[config.mk]
export PLATFORM = sky130hd
export DESIGN_NAME = uart_rx_core
export DESIGN_NICKNAME = d
export VERILOG_FILES = /design/src/rtl/uart_pkg.sv /design/src/rtl/uart_baud_tick.sv /design/src/rtl/uart_rx_core.sv
export SDC_FILE = /design/constraint.sdc
export NUM_CORES = 1
export LEC_CHECK = 0
export ABC_AREA = 1
export CAP_MARGIN = 20
export CORE_ASPECT_RATIO = 0.5
export CORE_UTILIZATION = 55
export DETAILED_ROUTE_END_ITERATION = 8
export GPL_TIMING_DRIVEN = 0
export PLACE_DENSITY = 0.74
export SYNTH_ARGS = -nofsm -noshare
export SYNTH_HDL_FRONTEND = slang
export SYNTH_HIERARCHICAL = 1
export SYNTH_SLANG_ARGS = --single-unit
[constraint.sdc]
create_clock -name clk -period 5.7 [get_ports clk]
set_clock_uncertainty 0.2 [all_clocks]
set_input_delay 1.14 -clock clk [delete_from_list [all_inputs] [get_ports clk]]
set_output_delay 1.14 -clock clk [all_outputs]
set_load 0.02 [all_outputs]
[src/rtl/uart_pkg.sv]
// Shared definitions for the UART blocks.
//   rx_state_t     : receiver FSM states
//   DATA_BITS      : payload bits per frame (8N1)
//   STOP_BIT_IDX   : position of the stop bit in the frame (start = 0, data = 1..8)
//   calc_div()     : clocks per oversample tick, rounded to nearest
//   decision_tick(): tick number at which frame bit n is decided
package uart_pkg;

    typedef enum logic [1:0] {
        IDLE  = 2'd0,
        START = 2'd1,
        DATA  = 2'd2,
        STOP  = 2'd3
    } rx_state_t;

    localparam int DATA_BITS    = 8;
    localparam int STOP_BIT_IDX = DATA_BITS + 1;

    // round(clk_freq / (baud * oversample)) in integer arithmetic
    function automatic int calc_div(input int clk_freq, input int baud, input int oversample);
        int rate;
        rate = baud * oversample;
        return (clk_freq + rate / 2) / rate;
    endfunction

    // Bit n is decided one tick past its centre, so the three-sample
    // majority window (ticks d-2..d) straddles the middle of the bit.
    function automatic int decision_tick(input int oversample, input int bit_idx);
        return oversample * bit_idx + oversample / 2 + 1;
    endfunction

endpackage

[src/rtl/uart_baud_tick.sv]
// Oversample tick generator.
//   clk, reset : clock and asynchronous active-high reset
//   restart    : synchronous restart, the next tick arrives DIV clocks later
//   tick       : one-clock pulse every DIV clocks
module uart_baud_tick #(
    parameter int DIV = 326
) (
    input  logic clk,
    input  logic reset,
    input  logic restart,
    output logic tick
);

    localparam int W = (DIV > 1) ? $clog2(DIV) : 1;

    logic [W-1:0] cnt_reg;

    assign tick = (cnt_reg == W'(DIV - 1));

    always_ff @(posedge clk or posedge reset) begin
        if (reset) begin
            cnt_reg <= '0;
        end else if (restart || tick) begin
            cnt_reg <= '0;
        end else begin
            cnt_reg <= cnt_reg + W'(1);
        end
    end

endmodule

[src/rtl/uart_rx_core.sv]
// 8N1 UART receiver feeding a byte FIFO through a valid/ready push port.
//   clk, reset : clock and asynchronous active-high reset
//   rx         : raw serial line (idle high, asynchronous)
//   rx_data    : received byte, stable while rx_valid is high
//   rx_valid   : byte pending, held until rx_valid & rx_ready
//   rx_ready   : consumer accepts the pending byte
//   frame_err  : one-clock pulse when a stop bit is sampled low
//   overrun    : one-clock pulse when a byte is dropped because one is still pending
module uart_rx_core
    import uart_pkg::*;
#(
    parameter int CLK_FREQ   = 50_000_000,
    parameter int BAUD       = 9600,
    parameter int OVERSAMPLE = 16
) (
    input  logic       clk,
    input  logic       reset,
    input  logic       rx,
    output logic [7:0] rx_data,
    output logic       rx_valid,
    input  logic       rx_ready,
    output logic       frame_err,
    output logic       overrun
);

    localparam int DIV   = calc_div(CLK_FREQ, BAUD, OVERSAMPLE);
    localparam int CNT_W = $clog2(decision_tick(OVERSAMPLE, STOP_BIT_IDX) + 1);
    localparam int BIT_W = $clog2(STOP_BIT_IDX + 1);

    // input conditioning
    logic       sync1_reg;
    logic       rxs_reg;
    logic       rxs_prev_reg;
    logic [1:0] flush_reg;
    logic       armed_reg;
    logic       start_edge;

    // frame timing and data path
    rx_state_t             state_reg, state_next;
    logic [CNT_W-1:0]      os_cnt_reg;
    logic [CNT_W-1:0]      decision_cnt;
    logic [BIT_W-1:0]      bit_cnt_reg;
    logic [1:0]            hist_reg;
    logic [DATA_BITS-1:0]  shift_reg;
    logic                  tick;
    logic                  restart;
    logic                  at_decision;
    logic                  maj;
    logic                  shift_en;
    logic                  byte_done;
    logic                  frame_bad;
    logic                  end_frame;

    // output register
    logic [7:0] rx_data_reg;
    logic       rx_valid_reg;
    logic       frame_err_reg;
    logic       overrun_reg;

    uart_baud_tick #(
        .DIV (DIV)
    ) u_baud_tick (
        .clk     (clk),
        .reset   (reset),
        .restart (restart),
        .tick    (tick)
    );

    // The synchroniser resets to 1, so for two clocks after reset rxs does
    // not reflect the line. flush_reg masks arming until the chain holds a
    // real sample; otherwise a line held low through reset would look like
    // a 1->0 edge right after release.
    always_ff @(posedge clk or posedge reset) begin
        if (reset) begin
            sync1_reg    <= 1'b1;
            rxs_reg      <= 1'b1;
            rxs_prev_reg <= 1'b1;
            flush_reg    <= 2'b00;
            armed_reg    <= 1'b0;
        end else begin
            sync1_reg    <= rx;
            rxs_reg      <= sync1_reg;
            rxs_prev_reg <= rxs_reg;
            flush_reg    <= {flush_reg[0], 1'b1};
            if (end_frame) begin
                armed_reg <= 1'b0;
            end else if (rxs_reg && flush_reg[1]) begin
                armed_reg <= 1'b1;
            end
        end
    end

    assign start_edge = armed_reg & rxs_prev_reg & ~rxs_reg;

    // os_cnt counts ticks since the start edge; bit_cnt indexes the frame
    // bit being collected (0 = start, 1..8 = data, 9 = stop). A decision is
    // due on the tick that brings os_cnt up to decision_tick(bit_cnt).
    assign decision_cnt = CNT_W'(decision_tick(OVERSAMPLE, int'(bit_cnt_reg)) - 1);
    assign at_decision  = tick && (os_cnt_reg == decision_cnt);

    // hist_reg holds the samples from the two previous ticks
    assign maj = (hist_reg[1] & hist_reg[0]) |
                 (hist_reg[1] & rxs_reg) |
                 (hist_reg[0] & rxs_reg);

    always_comb begin
        state_next = state_reg;
        restart    = 1'b0;
        shift_en   = 1'b0;
        byte_done  = 1'b0;
        frame_bad  = 1'b0;
        end_frame  = 1'b0;
        case (state_reg)
            IDLE: begin
                if (start_edge) begin
                    state_next = START;
                    restart    = 1'b1;
                end
            end
            START: begin
                if (at_decision) begin
                    state_next = maj ? IDLE : DATA;
                end
            end
            DATA: begin
                if (at_decision) begin
                    shift_en = 1'b1;
                    if (bit_cnt_reg == BIT_W'(DATA_BITS)) begin
                        state_next = STOP;
                    end
                end
            end
            STOP: begin
                if (at_decision) begin
                    state_next = IDLE;
                    end_frame  = 1'b1;
                    byte_done  = maj;
                    frame_bad  = ~maj;
                end
            end
            default: state_next = IDLE;
        endcase
    end

    always_ff @(posedge clk or posedge reset) begin
        if (reset) begin
            state_reg   <= IDLE;
            os_cnt_reg  <= '0;
            bit_cnt_reg <= '0;
            hist_reg    <= 2'b00;
            shift_reg   <= '0;
        end else begin
            state_reg <= state_next;
            if (restart) begin
                os_cnt_reg  <= '0;
                bit_cnt_reg <= '0;
            end else if (state_reg != IDLE && tick) begin
                os_cnt_reg <= os_cnt_reg + CNT_W'(1);
                if (at_decision) begin
                    bit_cnt_reg <= bit_cnt_reg + BIT_W'(1);
                end
            end
            if (tick) begin
                hist_reg <= {hist_reg[0], rxs_reg};
            end
            // LSB arrives first, so shift right and insert at the top
            if (shift_en) begin
                shift_reg <= {maj, shift_reg[DATA_BITS-1:1]};
            end
        end
    end

    // A completed byte loads if the slot is free or is being emptied in the
    // same cycle; otherwise the pending byte wins and the new one is dropped.
    always_ff @(posedge clk or posedge reset) begin
        if (reset) begin
            rx_data_reg   <= 8'h00;
            rx_valid_reg  <= 1'b0;
            frame_err_reg <= 1'b0;
            overrun_reg   <= 1'b0;
        end else begin
            frame_err_reg <= frame_bad;
            overrun_reg   <= byte_done & rx_valid_reg & ~rx_ready;
            if (byte_done && (!rx_valid_reg || rx_ready)) begin
                rx_data_reg  <= shift_reg;
                rx_valid_reg <= 1'b1;
            end else if (rx_valid_reg && rx_ready) begin
                rx_valid_reg <= 1'b0;
            end
        end
    end

    assign rx_data   = rx_data_reg;
    assign rx_valid  = rx_valid_reg;
    assign frame_err = frame_err_reg;
    assign overrun   = overrun_reg;

endmodule

* Word-level counts from Yosys, hierarchy flattened *
Cells that the tools add are included.

word-level totals
  memories = 0
  bits in writable memories = 0
  register bits after elaboration = 50
  word-level logic and storage cells = 86
  ROM bits = 0
  output and inout port bits = 11
  latch bits = 0

operators by class
  add/subtract/negate cells = 6
  order comparisons = 0
  divide/modulo/power cells = 0
  reductions and logical operators = 16
  $mul = 0
  equality and inequality tests = 11
  multiplexer cells = 26
  shifts and indexed selects = 0
  bitwise operators = 12

operators by type and width
  cell                                                                    count
  8-bit by 1-bit adder with 8-bit output (second input constant)          2
  8-bit two-way mux                                                       2
  1-bit two-way mux                                                       13
  2-bit two-way mux                                                       6
  4-bit two-way mux                                                       3
  2-bit != test (second input constant)                                   5
  2-bit nonzero test                                                      5
  9-bit by 1-bit adder with 9-bit output (second input constant)          1
  9-bit equality test (second input constant)                             1
  9-bit two-way mux                                                       1
  8-bit by 4-bit adder with 8-bit output (second input constant)          1
  8-bit equality test                                                     1
  2-bit case mux with 4 select lines                                      1
  8-bit by 1-bit subtractor with 8-bit output (second input constant)     1
  1-bit bitwise AND                                                       7
  1-bit logical AND                                                       5
  5-bit AND reduction                                                     1
  4-bit by 1-bit adder with 4-bit output (second input constant)          1
  2-bit equality test (second input constant)                             2
  4-bit equality test (second input constant)                             1
  1-bit inverter                                                          3
  2-bit by 1-bit equality test with 1-bit output (second input constant)  1
  2-bit logical NOT                                                       1
  1-bit logical OR                                                        2
  other kinds (3)                                                         4

* Logic depth before layout (Yosys ltp) *
Gate-level depths: netlist (run 1).

  word-level depth = 9
  depth in mapped cells = 15
  gate-level depth less buffers = 15

* By module *
The synthesis (run 1) kept the hierarchy.

modules (own cells, without submodules)
  module          cells an instance  area an instance (sq um)  sequential area each (sq um)  times used
  uart_rx_core    229                2078.2                    1029.7                        1
  uart_baud_tick  75                 556.8                     225.2                         1

* Worst setup path after synthesis (run 1) *
Ideal clock, no wire load.

  kind = input-to-reg
  start point = in rx_ready
  end point = reg rx_data_reg[0] (netlist: rx_data[0])
  library setup time = 0.065 ns
  path buffers = 1
  arrival time = 1.731 ns
  stages on the path = 5
  setup slack = 3.704 ns
  cell sequence = inv_1 -> nand2_1 -> clkbuf_1 -> nand4_1 -> nand2_1

between the ends
  cells in the longest elaborated chain, start to end = 2

ends and longest elaborated chain
  item                  line                 text
  from (decl)           uart_rx_core.sv:21   input logic rx_ready,
  1-bit logical OR      uart_rx_core.sv:184  if (byte_done && (!rx_valid_reg || rx_ready)) begin
  1-bit logical AND     uart_rx_core.sv:184
  to (signal assigned)  uart_rx_core.sv:185  rx_data_reg <= shift_reg;
  to (decl)             uart_rx_core.sv:55   logic [7:0] rx_data_reg;

Every way passes these cells.
A chain may end at the register's enable or synchronous reset.

* Worst setup path in the final report (run 1) *
  start point = reg rx_data_reg[6] (netlist: rx_data[6])
  end point = out rx_data[6]

RTL lines
  item       line                text
  to (decl)  uart_rx_core.sv:19  output logic [7:0] rx_data,

No word-level cell between the ends.

==> metrics.csv, run 1 <==
metric,value,unit
synthesized instance count,304,
top-count cell post-synth,nand2_1,
Fin Setup TNS,0,ns
post_cts resized,0,
cts hold-fix bufs,0,
Post-CTS Setup Bufs,0,
CP required,4.36,ns
Mapped Nets,314,
register area share after synthesis,47.6,%
hpwl dp,3.54,mm
Syn Area/Cell,8.67,um2
Largest register FFs,9,
cell taking the most area after synthesis,dfrtp_1,
Antenna Cells,0,
GP Congestion,0.840,
dominant cells by area after synthesis,"dfrtp_1, nand2_1, inv_1, nand3_1, nor2_2",
largest net degree at the start of global routing,42,
die area,0.00509,mm2
CP top delay family,buffers and inverters,
register area,0.00125,mm2
Final ANT Viol Nets,0,
RSZ-0062 raised after global routing,false,
core area,0.00449,mm2
ys async rst share,100,%
Pre-antenna DRT Iters,4,
gr usage total,22.5,%
Max Buffers Root-to-Sink,2,
num rows,17,
Port Buffers,14,
initial DRC count,67,
final hold vios,0,
Die Height,50.9,um
slowest CP cell,clkdlybuf4s50_1,
Crit Path Max Fanout,2,
fin. max-slew vios,0,
critical path arrival,1.30,ns
Synth Flop Type,dfrtp_1,
DRC Markers,0,
"EDFF count, synth",0,
"IR drop worst, VDD",0.154,mV
Yosys reg bits,50,
per-cell routed wire length,12.4,um
setup violators final,0,
Worst setup SP type,flop,
gr ovfl total,0,
outcome,finished clean,
Final Total Pwr,0.826,mW
crit-path cells,clkdlybuf4s50_1,
clock slew at reported path FFs,0.10,ns
H-tree levels,2,
Final period util,46.4,%
vias,1994,
Clock Latency Late Sink,0.31,ns
Starting Density,58.7,%
crit path capture type,output port,
first-pass GRT wire length,8.63,mm
buffers and inverters on the worst path,1,
Synth cell types,34,
share of layout cells above drive strength 1,20.2,%
CTS Buf Count,5,
power per cell area,279,mW/mm2
total wire length,4.87,mm
Total Nets Final,335,
Max-cap violations,0,
Leak,1.46,nW
delay of the slowest critical-path stage,0.62,ns
Synth top cells by count,"nand2_1, dfrtp_1, inv_1, nand3_1, nor2_2",
fin cells,392,
Die X,99.9,um
CTS tree,done,
critical path class,flop to output port,
Multi-input gate area,0.00120,mm2
initial antenna violation count,0,
placed instance count,384,
vias per cell,5.09,
worst slew pin tran,0.832,ns
Synth-to-Final Area Change,12.2,%
clock root buffer,clkbuf_8,
vias in the first global route,1938,
# IOs,15,
Synth Warn #,6,
cell area after synthesis,0.00264,mm2
Rel. slew slack,44.5,%
post-synth top area share,44.6,%
CTS sink count,50,
minimum clock period,2.64,ns
maximum clock rate,0.378,GHz
Fill cells,382,
worst min-delay path class,flop to flop,
-- final timing paths --
path	start	end	slack [ns]	cells after the start
worst max-delay path	rx_data[6]	rx_data[6]	3.06	1
worst min-delay path	flush_reg[0]	flush_reg[1]	0.16	0
worst max register to register	u_baud_tick/cnt_reg[0]	os_cnt_reg[4]	3.47	12
worst min register to register	flush_reg[0]	flush_reg[1]	0.16	0
max in group asynchronous	reset	bit_cnt_reg[1]	3.60	2
min in group asynchronous	reset	u_baud_tick/cnt_reg[7]	0.97	2
-- kinds of logic (layout without fill, tap and decap cells) --
group | Yosys count | after routing | share of synthesized area [%]
other | 1 | 1 | 0.142
and+or+nand+nor | 174 | 174 | 35.9
xor gates and xnor gates | 4 | 4 | 1.33
buffers and inverters | 44 | 66 | 6.79
DFF | 50 | 50 | 47.6
AOI/OAI and AO/OA | 25 | 25 | 5.32
adders and majority gates | 6 | 6 | 2.85
-- per-layer routing --
metal  GRT usage, %  vias to the layer above  part of all wire (%)
met5              0                        -                     0
li1               -                      994                     -
met4           9.07                        0                   1.1
met2           40.0                       37                    49
met1           27.0                      956                    46
met3           5.20                        7                   3.4
-- cell usage in the layout (no fill, tap or decap), types with 2 or more instances in the layout --
cell type	n
a21oi_1	5
clkbuf_8	6
clkdlybuf4s50_1	14
dfrtp_1	47
dfstp_2	3
ha_1	6
inv_1	30
inv_2	9
nand2_1	93
nand2_2	7
nand2_4	3
nand3_1	17
nand4_1	11
nand4_4	3
nor2_1	11
nor2_2	13
nor2_4	5
nor2_8	2
nor3_1	4
o21ai_0	9
o21ai_1	7
o21ai_2	3
xor2_1	3
-- report_power, final --
| group | total, mW | switching (mW) | leakage [nW] | internal, mW |
|---|---|---|---|---|
| Clock | 0.224 | 0.124 | 0.0478 | 0.100 |
| Combinational | 0.172 | 0.107 | 0.741 | 0.0645 |
| Sequential | 0.431 | 0.0458 | 0.668 | 0.385 |
| Total | 0.826 | 0.277 | 1.46 | 0.549 |
-- per-stage QoR --
step / hold slack, ns / cell area [um2] / worst slack (ns) / utilization, %
floorplan: 0.131 / 2640 / 3.42 / -
global placement: 0.133 / 2860 / 2.53 / 63.7
detailed placement: 0.140 / 2860 / 3.05 / 63.7
CTS: 0.162 / 2960 / 3.03 / 65.9
global route: 0.165 / 2960 / 3.03 / 65.9
finish: 0.158 / 2960 / 3.06 / 65.9
-- final cells by class --
| cell class | count | share of cell area (%) |
|---|---|---|
| Clock inverter | 2 | 0.550 |
| Clock buffer | 6 | 2.79 |
| Multi-Input combinational cell | 210 | 40.6 |
| Inverter | 40 | 5.12 |
| Tap cell | 66 | 2.79 |
| Timing Repair Buffer | 14 | 4.74 |
| Sequential cell | 50 | 42.4 |
| Buffer | 4 | 0.931 |
No activity file was read; power rests on OpenSTA's default activity.
==> run 2, diff against run 1 <==
--- a/config.mk
+++ b/config.mk
@@ -8,10 +8,10 @@
 export ABC_AREA = 1
 export CAP_MARGIN = 20
 export CORE_ASPECT_RATIO = 0.5
-export CORE_UTILIZATION = 55
+export CORE_UTILIZATION = 53
 export DETAILED_ROUTE_END_ITERATION = 8
 export GPL_TIMING_DRIVEN = 0
-export PLACE_DENSITY = 0.74
+export PLACE_DENSITY = 0.75
 export SYNTH_ARGS = -nofsm -noshare
 export SYNTH_HDL_FRONTEND = slang
 export SYNTH_HIERARCHICAL = 1
==> constraint.sdc (replaced) <==
create_clock -name clk -period 2.25 [get_ports clk]
set_clock_uncertainty 0.2 [all_clocks]
set_input_delay 0.45 -clock clk [delete_from_list [all_inputs] [get_ports clk]]
set_output_delay 0.45 -clock clk [all_outputs]
set_load 0.02 [all_outputs]
==> metrics.csv, run 2 (same netlist as run 1, synthesis figures left out) <==
metric,value,unit,change
Crit Path Max Fanout,9,,was 2
hpwl dp,3.49,mm,was 3.54 mm
buffers and inverters on the worst path,4,,was 1
slowest CP cell,dfrtp_1,,was clkdlybuf4s50_1
initial antenna violation count,0,,unchanged
Rel. slew slack,43.7,%,was 44.5%
vias,2006,,was 1994
outcome,finished clean,,unchanged
minimum clock period,2.15,ns,
per-cell routed wire length,12.2,um,was 12.4 um
Die Height,51.9,um,was 50.9 um
Hold Slack,0.158,ns,about the same
first-pass GRT wire length,8.36,mm,was 8.63 mm
share of layout cells above drive strength 1,20.9,%,was 20.2%
Final ANT Viol Nets,0,,unchanged
fin. max-slew vios,0,,unchanged
vias per cell,5.12,,was 5.09
clock root buffer,clkbuf_8,,unchanged
CTS Buf Count,5,,unchanged
Reg2Reg Depth,13,,was 12
CP required,2.26,ns,was 4.36 ns
gr usage total,21.3,%,was 22.5%
initial DRC count,92,,was 67
most frequent cells in the layout,"nand2_1, dfrtp_1, inv_1",,unchanged
Total Nets Final,335,,unchanged
core area,0.00457,mm2,was 0.00449 mm2
Starting Density,57.6,%,was 58.7%
Hold Path Depth,0,,unchanged
H-tree levels,2,,unchanged
worst slew pin tran,0.843,ns,was 0.832 ns
die area,0.00527,mm2,was 0.00509 mm2
worst min-delay path class,flop to flop,,unchanged
CP top delay family,simple AND/OR/NAND/NOR gates,,was buffers and inverters
Final period util,95.5,%,
cts hold-fix bufs,0,,unchanged
Worst setup SP type,flop,,unchanged
CTS tree,done,,unchanged
Final Total Pwr,2.19,mW,was 0.826 mW
CTS sink count,50,,unchanged
delay of the slowest critical-path stage,0.41,ns,was 0.62 ns
num rows,17,,unchanged
Leak,1.47,nW,was 1.46 nW
Antenna Cells,0,,unchanged
"worst slack, placed",0.0509,ns,was 3.05 ns
hold_sp,flush_reg[0],,unchanged
RR Startpoint,u_baud_tick/cnt_reg[1],,was u_baud_tick/cnt_reg[0]
Largest register FFs,9,,unchanged
GP Congestion,0.783,,was 0.840
Pre-antenna DRT Iters,5,,was 4
setup violators final,0,,unchanged
Final WS setup,0.101,ns,was 3.06 ns
total wire length,4.78,mm,was 4.87 mm
# IOs,15,,unchanged
DRC Markers,0,,unchanged
Max-cap violations,0,,unchanged
"commonest non-fill, non-tap cell in the layout",nand2_1,,unchanged
"IR drop worst, VDD",0.397,mV,was 0.154 mV
Synth-to-Final Area Change,13.1,%,was 12.2%
power per cell area,734,mW/mm2,was 279 mW/mm2
RSZ-0062 raised after global routing,true,,was false
worst flop-to-flop path endpoint,os_cnt_reg[4],,unchanged
largest net degree at the start of global routing,42,,unchanged
Clock Latency Late Sink,0.31,ns,about the same
final hold vios,0,,unchanged
vias in the first global route,1885,,was 1938
gr ovfl total,0,,unchanged
fin cells,392,,unchanged
crit path capture type,flop,,was output port
clock slew at reported path FFs,0.10,ns,about the same
Port Buffers,14,,unchanged
Die X,102,um,was 99.9 um
placed instance count,384,,unchanged
hold path endpoint,flush_reg[1],,unchanged
critical path arrival,2.15,ns,was 1.30 ns
Max Buffers Root-to-Sink,2,,unchanged
maximum clock rate,0.465,GHz,
register-to-register setup slack,0.10,ns,was 3.47 ns
critical path class,flop to flop,,was flop to output port
fin util,65.2,%,was 65.9%
crit-path cells,"inv_1, ha_1, nand2_1, nor2_1, nand2_2, inv_2, inv_1, nor2_4, inv_2, nand2_4, nand2_1, o21ai_1, a21oi_1",,was clkdlybuf4s50_1
[run 2: worst max path at each step]
stage / startpoint / to / slack [ns] / depth (start not counted)
after global placement: reset / flush_reg[0] / -0.23 / 2
final: u_baud_tick/cnt_reg[1] / os_cnt_reg[4] / 0.10 / 13
after floorplan: u_baud_tick/cnt_reg[0] / shift_reg[7] / 0.29 / 13
after detailed placement: u_baud_tick/cnt_reg[0] / shift_reg[4] / 0.05 / 13
after global routing: u_baud_tick/cnt_reg[1] / rx_data[3] / -0.006 / 14
after CTS: u_baud_tick/cnt_reg[0] / shift_reg[4] / 0.03 / 13
[run 2: where the power goes]
part	switching [mW]	internal [mW]
sequential	0.116	0.976
clock	0.319	0.337
combinational	0.275	0.164
total	0.711	1.48
[run 2: metal layers]
metal / vias up / global-route usage, % / part of all wire, %
met5: - / 0 / 0
li1: 1002 / - / -
met1: 948 / 27.3 / 48
met2: 46 / 35.4 / 47
met4: 0 / 8.45 / 1.6
met3: 10 / 4.97 / 3.8
[run 2: what timing repair did]
action | in CTS | in global routing
gates resized for setup | 0 | 3
endpoints found under the hold margin | 0 | 0
setup endpoints to repair | 0 | 26
setup buffers | 0 | 0
[run 2: worst register-to-register path: cells and delay by family, from the launching register on]
kind            cells  cell delay [ns]
compound gates      2             0.21
fa+ha+maj           1             0.15
buf+inv             4             0.35
flops               1             0.41
simple gates        6             0.72
[run 2: area by class of cell]
cell class	instances	area, um2
Fill cell	393	1590
Sequential cell	50	1260
Multi-Input combinational cell	210	1210
Inverter	40	151
Timing Repair Buffer	14	140
Tap cell	66	82.6
Clock buffer	5	68.8
Clock inverter	3	47.5
Buffer	4	27.5
[run 2: stage by stage]
stage          TNS (ns)  area [um2]
2_1_floorplan         0        2640
3_3_place_gp      -8.82        2860
3_5_place_dp          0        2860
4_1_cts               0        2970
5_1_grt        -0.00644        2980
6_report              0        2980
==> run 3, diff against run 2 <==
--- a/config.mk
+++ b/config.mk
@@ -9,6 +9,7 @@
 export CAP_MARGIN = 20
 export CORE_ASPECT_RATIO = 0.5
 export CORE_UTILIZATION = 53
+export CTS_CLUSTER_SIZE = 20
 export DETAILED_ROUTE_END_ITERATION = 8
 export GPL_TIMING_DRIVEN = 0
 export PLACE_DENSITY = 0.75
==> results of run 3 <==
The final DEF is identical to that of run 2; final timing and power are the same.
